--- src/rtl/instr_fetch_queue.sv ---
// -----------------------------------------------------------------------------
// instr_fetch_queue
//
// Instruction fetch unit: a small program memory feeding a DEPTH-entry
// instruction queue that presents its head to an execute stage through a
// valid/ready handshake. Fetching starts at address 0 on `start`, continues
// while the queue has room, and stops when the all-zero HALT word is read.
// The queue then drains to the execute stage before the unit reports HALT.
//
// Ports
//   clk        system clock, all state changes on its rising edge
//   reset      synchronous active-high reset
//   start      begin fetching at address 0 (honoured in IDLE or HALT only)
//   load_en    program-memory write strobe (honoured in IDLE or HALT only)
//   load_addr  program-memory write address
//   load_data  program-memory write data
//   a          head-of-queue instruction (registered)
//   a_valid    a holds a valid instruction (registered)
//   a_ready    execute stage accepts a this cycle
//   pc         address of the next read to be issued
//   count      current queue occupancy
//   busy       high in RUN or DRAIN
//   halted     high in HALT
// -----------------------------------------------------------------------------
module instr_fetch_queue #(
  parameter int DEPTH     = 4,
  parameter int MEM_WORDS = 16,
  localparam int AW = $clog2(MEM_WORDS),
  localparam int CW = $clog2(DEPTH) + 1
) (
  input  logic          clk,
  input  logic          reset,
  input  logic          start,
  input  logic          load_en,
  input  logic [AW-1:0] load_addr,
  input  logic [31:0]   load_data,
  output logic [31:0]   a,
  output logic          a_valid,
  input  logic          a_ready,
  output logic [AW-1:0] pc,
  output logic [CW-1:0] count,
  output logic          busy,
  output logic          halted
);

  localparam int PW = $clog2(DEPTH);
  localparam logic [31:0] HALT_WORD = 32'h0000_0000;

  typedef enum logic [1:0] {
    IDLE  = 2'd0,
    RUN   = 2'd1,
    DRAIN = 2'd2,
    HALT  = 2'd3
  } state_t;

  state_t        state;
  logic [31:0]   mem [MEM_WORDS];
  logic [31:0]   q   [DEPTH];
  logic [PW-1:0] head;
  logic [PW-1:0] tail;
  logic          inflight;
  logic [31:0]   rd_data;

  logic          idle_like;
  logic          deq;
  logic          ret;
  logic          halt_ret;
  logic          enq;
  logic          issue;
  logic [CW-1:0] cnt_after_deq;
  logic [CW-1:0] count_nxt;
  logic [PW-1:0] head_nxt;

  // Handshake, read-return and issue decisions for the current cycle.
  always_comb begin
    idle_like = (state == IDLE) || (state == HALT);
    deq       = (count != {CW{1'b0}}) && a_ready;
    // inflight can only be set while in RUN; the state term keeps it explicit.
    ret       = inflight && (state == RUN);
    halt_ret  = ret && (rd_data == HALT_WORD);
    enq       = ret && !halt_ret;
    // The issue test counts the outstanding read so the queue can never
    // overflow when that read returns; a returning HALT word blocks issue.
    issue     = (state == RUN) && !halt_ret &&
                ((count + {{(CW-1){1'b0}}, inflight}) < CW'(DEPTH));
    if (deq) begin
      cnt_after_deq = count - CW'(1);
      head_nxt      = head + PW'(1);
    end else begin
      cnt_after_deq = count;
      head_nxt      = head;
    end
    if (enq) begin
      count_nxt = cnt_after_deq + CW'(1);
    end else begin
      count_nxt = cnt_after_deq;
    end
  end

  // Program-memory write port; contents survive reset.
  always_ff @(posedge clk) begin
    if (!reset && load_en && idle_like) begin
      mem[load_addr] <= load_data;
    end
  end

  // Program-memory read port, one-cycle latency; inflight qualifies rd_data.
  always_ff @(posedge clk) begin
    if (issue) begin
      rd_data <= mem[pc];
    end
  end

  // Queue storage; occupancy is tracked by count, so stale entries are harmless.
  always_ff @(posedge clk) begin
    if (enq) begin
      q[tail] <= rd_data;
    end
  end

  // Control FSM, queue pointers and registered outputs.
  always_ff @(posedge clk) begin
    if (reset) begin
      state    <= IDLE;
      pc       <= {AW{1'b0}};
      count    <= {CW{1'b0}};
      head     <= {PW{1'b0}};
      tail     <= {PW{1'b0}};
      inflight <= 1'b0;
      a        <= 32'h0000_0000;
      a_valid  <= 1'b0;
      busy     <= 1'b0;
      halted   <= 1'b0;
    end else begin
      head     <= head_nxt;
      count    <= count_nxt;
      a_valid  <= (count_nxt != {CW{1'b0}});
      inflight <= issue;
      if (enq) begin
        tail <= tail + PW'(1);
      end
      // Present the next head; when the queue is momentarily empty after the
      // dequeue, the head is the word being enqueued this cycle. An empty
      // queue leaves a at its last value.
      if (count_nxt != {CW{1'b0}}) begin
        if (cnt_after_deq == {CW{1'b0}}) begin
          a <= rd_data;
        end else begin
          a <= q[head_nxt];
        end
      end
      // pc wraps naturally because MEM_WORDS is a power of two.
      if (issue) begin
        pc <= pc + AW'(1);
      end
      case (state)
        IDLE, HALT: begin
          if (start) begin
            state  <= RUN;
            pc     <= {AW{1'b0}};
            busy   <= 1'b1;
            halted <= 1'b0;
          end
        end
        RUN: begin
          // The HALT word and the read carrying it are dropped (issue and
          // enq are both low), so only already-queued words drain.
          if (halt_ret) begin
            state <= DRAIN;
          end
        end
        DRAIN: begin
          if (count == {CW{1'b0}}) begin
            state  <= HALT;
            busy   <= 1'b0;
            halted <= 1'b1;
          end
        end
        default: begin
          state  <= IDLE;
          busy   <= 1'b0;
          halted <= 1'b0;
        end
      endcase
    end
  end

endmodule

--- config.mk ---
export PLATFORM = sky130hd
export DESIGN_NAME = instr_fetch_queue
export DESIGN_NICKNAME = d
export VERILOG_FILES = /design/src/rtl/instr_fetch_queue.sv
export SDC_FILE = /design/constraint.sdc
export NUM_CORES = 1
export LEC_CHECK = 0
export ABC_AREA = 1
export BUFFER_PORTS_ARGS = -buffer_cell sky130_fd_sc_hd__buf_2
export CAP_MARGIN = 40
export CORE_MARGIN = 3
export CORE_UTILIZATION = 65
export CTS_CLUSTER_DIAMETER = 80
export DETAILED_ROUTE_END_ITERATION = 10
export HOLD_SLACK_MARGIN = 0.08
export PLACE_DENSITY = 0.83
export SLEW_MARGIN = 10
export SYNTH_ARGS = -nofsm -noshare
export SYNTH_HDL_FRONTEND = slang
export SYNTH_SLANG_ARGS = --single-unit
--- constraint.sdc ---
create_clock -name clk -period 9.95 [get_ports clk]
set_input_delay 0.4975 -clock clk [delete_from_list [all_inputs] [get_ports clk]]
set_output_delay 0.4975 -clock clk [all_outputs]
set_load 0.02 [all_outputs]
==> run metrics <==
First-pass DRT Iterations=8; Core ar.=between 40000 and 50000 um2; post-route ant nets=0; crit-path max FO=between 90 and 100; slew of the pin with the lowest slew margin=about 0.97 ns; syn nets=2285; die area=between 40000 and 50000 um2; RSZ-0062 raised after global routing=false; grt ovf=0; Top delay family on crit path=buffers and inverters; critical path's largest stage delay=around 0.83 ns; count of cell types in the netlist=37; Yosys top cell area share=0.7023; cts hold-fix bufs=0; io pins=83; Routed WL=between 60 and 70 mm; Synth area leaders=edfxtp_1 70%, nand2_1 5.4%, dfxtp_1 3.4%, o21ai_0 3.0%, nor2_1 2.7%; Critical Path Sink Type=flop; setup TNS=0 ns; Top cell by count, worst path=buf_4; Hold/Removal Path Class=in2reg; met2 usage=0.4737; largest net degree at the start of global routing=~120; met1 usage in global routing=0.3874; Post-synth EDFFs=672; starting DRC count in detailed routing=2420; Seq cells post-synth=about 720; later-pin clock latency in the skew report=about 0.62 ns; row count=76; Synth Warn #=0; vias=18620; sequential share of the synthesized area=0.7365; P per Cell Area=about 260 nW/um2; Port Buffers=a little over 80; CTS max path bufs=3; nets=around 2300; Highest Clock Rate=~290 MHz; vias per cell=around 6.3; Sink Count=around 700; post-synthesis average cell area=approximately 13 um2; clk_skew=0.02385 ns; Max Cap Viol=0; final max-slew violation count=0; antenna violations before repair=3; Post-synth top flop=edfxtp_1; fraction of layout cells with a size suffix above 1=0.1529; count leader, synth=edfxtp_1; Data required, critical path=about 10 ns; Filler Cell Count=roughly 2600; Synth top cells by count=672 x edfxtp_1, 410 x nand2_1, 205 x nor2_1, 175 x o21ai_0, 97 x clkbuf_1; Final Total Pwr=between 8000 and 9000 uW; Syn Std Cell Area=about 29000 um2; Residual DRC=0; WP data arrival=3.87 ns; Yosys top cell by area=edfxtp_1; htree depth=3; Pleak=roughly 0.011 uW; CTS resizes=0; Layout area overhead=12.21%; crit path kind=reg2reg; critical path, cell by cell=buf_16 > buf_4 > buf_4 > a21oi_1 > a221oi_1 > o21ai_0 > nand2_1; Crit path buffers/inverters=3; Slowest cell on crit path=buf_4; Die Ht=roughly 220 um; final hold violations=0; maximum vdd drop=0.2069 mV; Global Route Usage Sum=0.2927; CTS tree=yes; Die W=approximately 220 um; min Tclk post-route=3.403 ns; number of global-route vias before repair=about 19000; first-pass GRT wire length=approximately 110 mm; Global Route met3 Usage=0.06071; Final setup viols=0; Slew headroom=0.3547; root buffer cell=clkbuf_16; Starting Density=0.6626; status=complete, no violations; CTS buffer count=70; Tcrit/Tclk final=0.3421; Syn Inst Count=about 2200; routability cong.=0.8244; Worst-path clk slew=~0.06 ns; DP Wirelength=37.91 mm; ys async rst share=0; gr busiest metal=met2; CP startpoint kind=flop; WL/cell=approximately 23 um; Post-CTS Setup Bufs=0
metrics by stage:
step / setup WS [ns] / instance area, um2 / util / hold WS, ns / cells
final: 6.547 / 32240 / 0.7435 / 0.2097 / 2936
after floorplan: 6.334 / 28730 / - / 0.4522 / 2233
after global routing: 6.391 / 32240 / 0.7434 / 0.2226 / 2934
after detailed placement: 6.367 / 30050 / 0.6931 / 0.4357 / 2808
after global placement: 6.347 / 29570 / 0.6820 / 0.4385 / 2788
after CTS: 6.294 / 32210 / 0.7427 / 0.1790 / 2932
cells by family after synthesis:
family / share of synthesized area
compound gates: 0.1007
xor+xnor: 0.001481
fa+ha+maj: 0.004790
buf+inv: 0.03270
flops: 0.7365
simple gates: 0.1238
cell type report:
class | instances | area [um2] | share of cell area
repair buffers | 131 | 1131 | 0.03508
diodes | 3 | 7.507 | 0.0002328
inverters | 75 | 287.8 | 0.008926
clock inverters | 30 | 269.0 | 0.008344
well taps | 585 | 732.0 | 0.02270
multi-input cells | 1297 | 6763 | 0.2098
flip-flops and latches | 721 | 21170 | 0.6566
clock buffers | 94 | 1883 | 0.05841
worst paths after layout:
kind | to | slack, ns | cells past startpoint | from
hold reg to reg | busy$_SDFFE_PP0P_ | 0.45 | 2 | busy$_SDFFE_PP0P_
setup reg to reg | rd_data[23]$_DFFE_PP_ | 6.55 | 7 | pc[0]$_SDFF_PP0_
setup / recovery | rd_data[23]$_DFFE_PP_ | 6.55 | 7 | pc[0]$_SDFF_PP0_
hold / removal | head[0]$_SDFF_PP0_ | 0.21 | 2 | reset
report_power, final:
group | total, uW | leakage [uW] | switching (uW) | internal [uW]
Clock | 2520 | 0.00105 | 1100 | 1420
Sequential | 3720 | 0.00646 | 159 | 3560
Combinational | 2080 | 0.00376 | 1440 | 643
placed cells by master, fill, tap and decap left out, drive strengths merged:
master,instances
a21boi,1
a21oi,121
a221oi,38
and2,1
buf,131
bufinv,3
clkbuf,94
clkinv,27
dfxtp,49
diode,3
edfxtp,672
ha,11
inv,75
nand2,414
nand3,94
nand4,26
nor2,207
nor3,6
o211ai,65
o21ai,178
o221ai,26
o22ai,39
or2,66
xnor2,2
xor2,2
per-layer routing:
metal | up-vias | share of wire
met2 | 1173 | 0.49
met4 | 2 | 0.042
met5 | - | 0.00019
li1 | 8242 | -
met1 | 8978 | 0.36
met3 | 226 | 0.10
registers in the layout (all words and copies together), names as in the netlist:
signal    cells
tail          2
a_valid       1
halted        1
count         3
a            32
head          2
busy          1
state         2
mem         512
rd_data      32
q           128
pc            4
inflight      1
No activity file was read; power rests on OpenSTA's default activity.
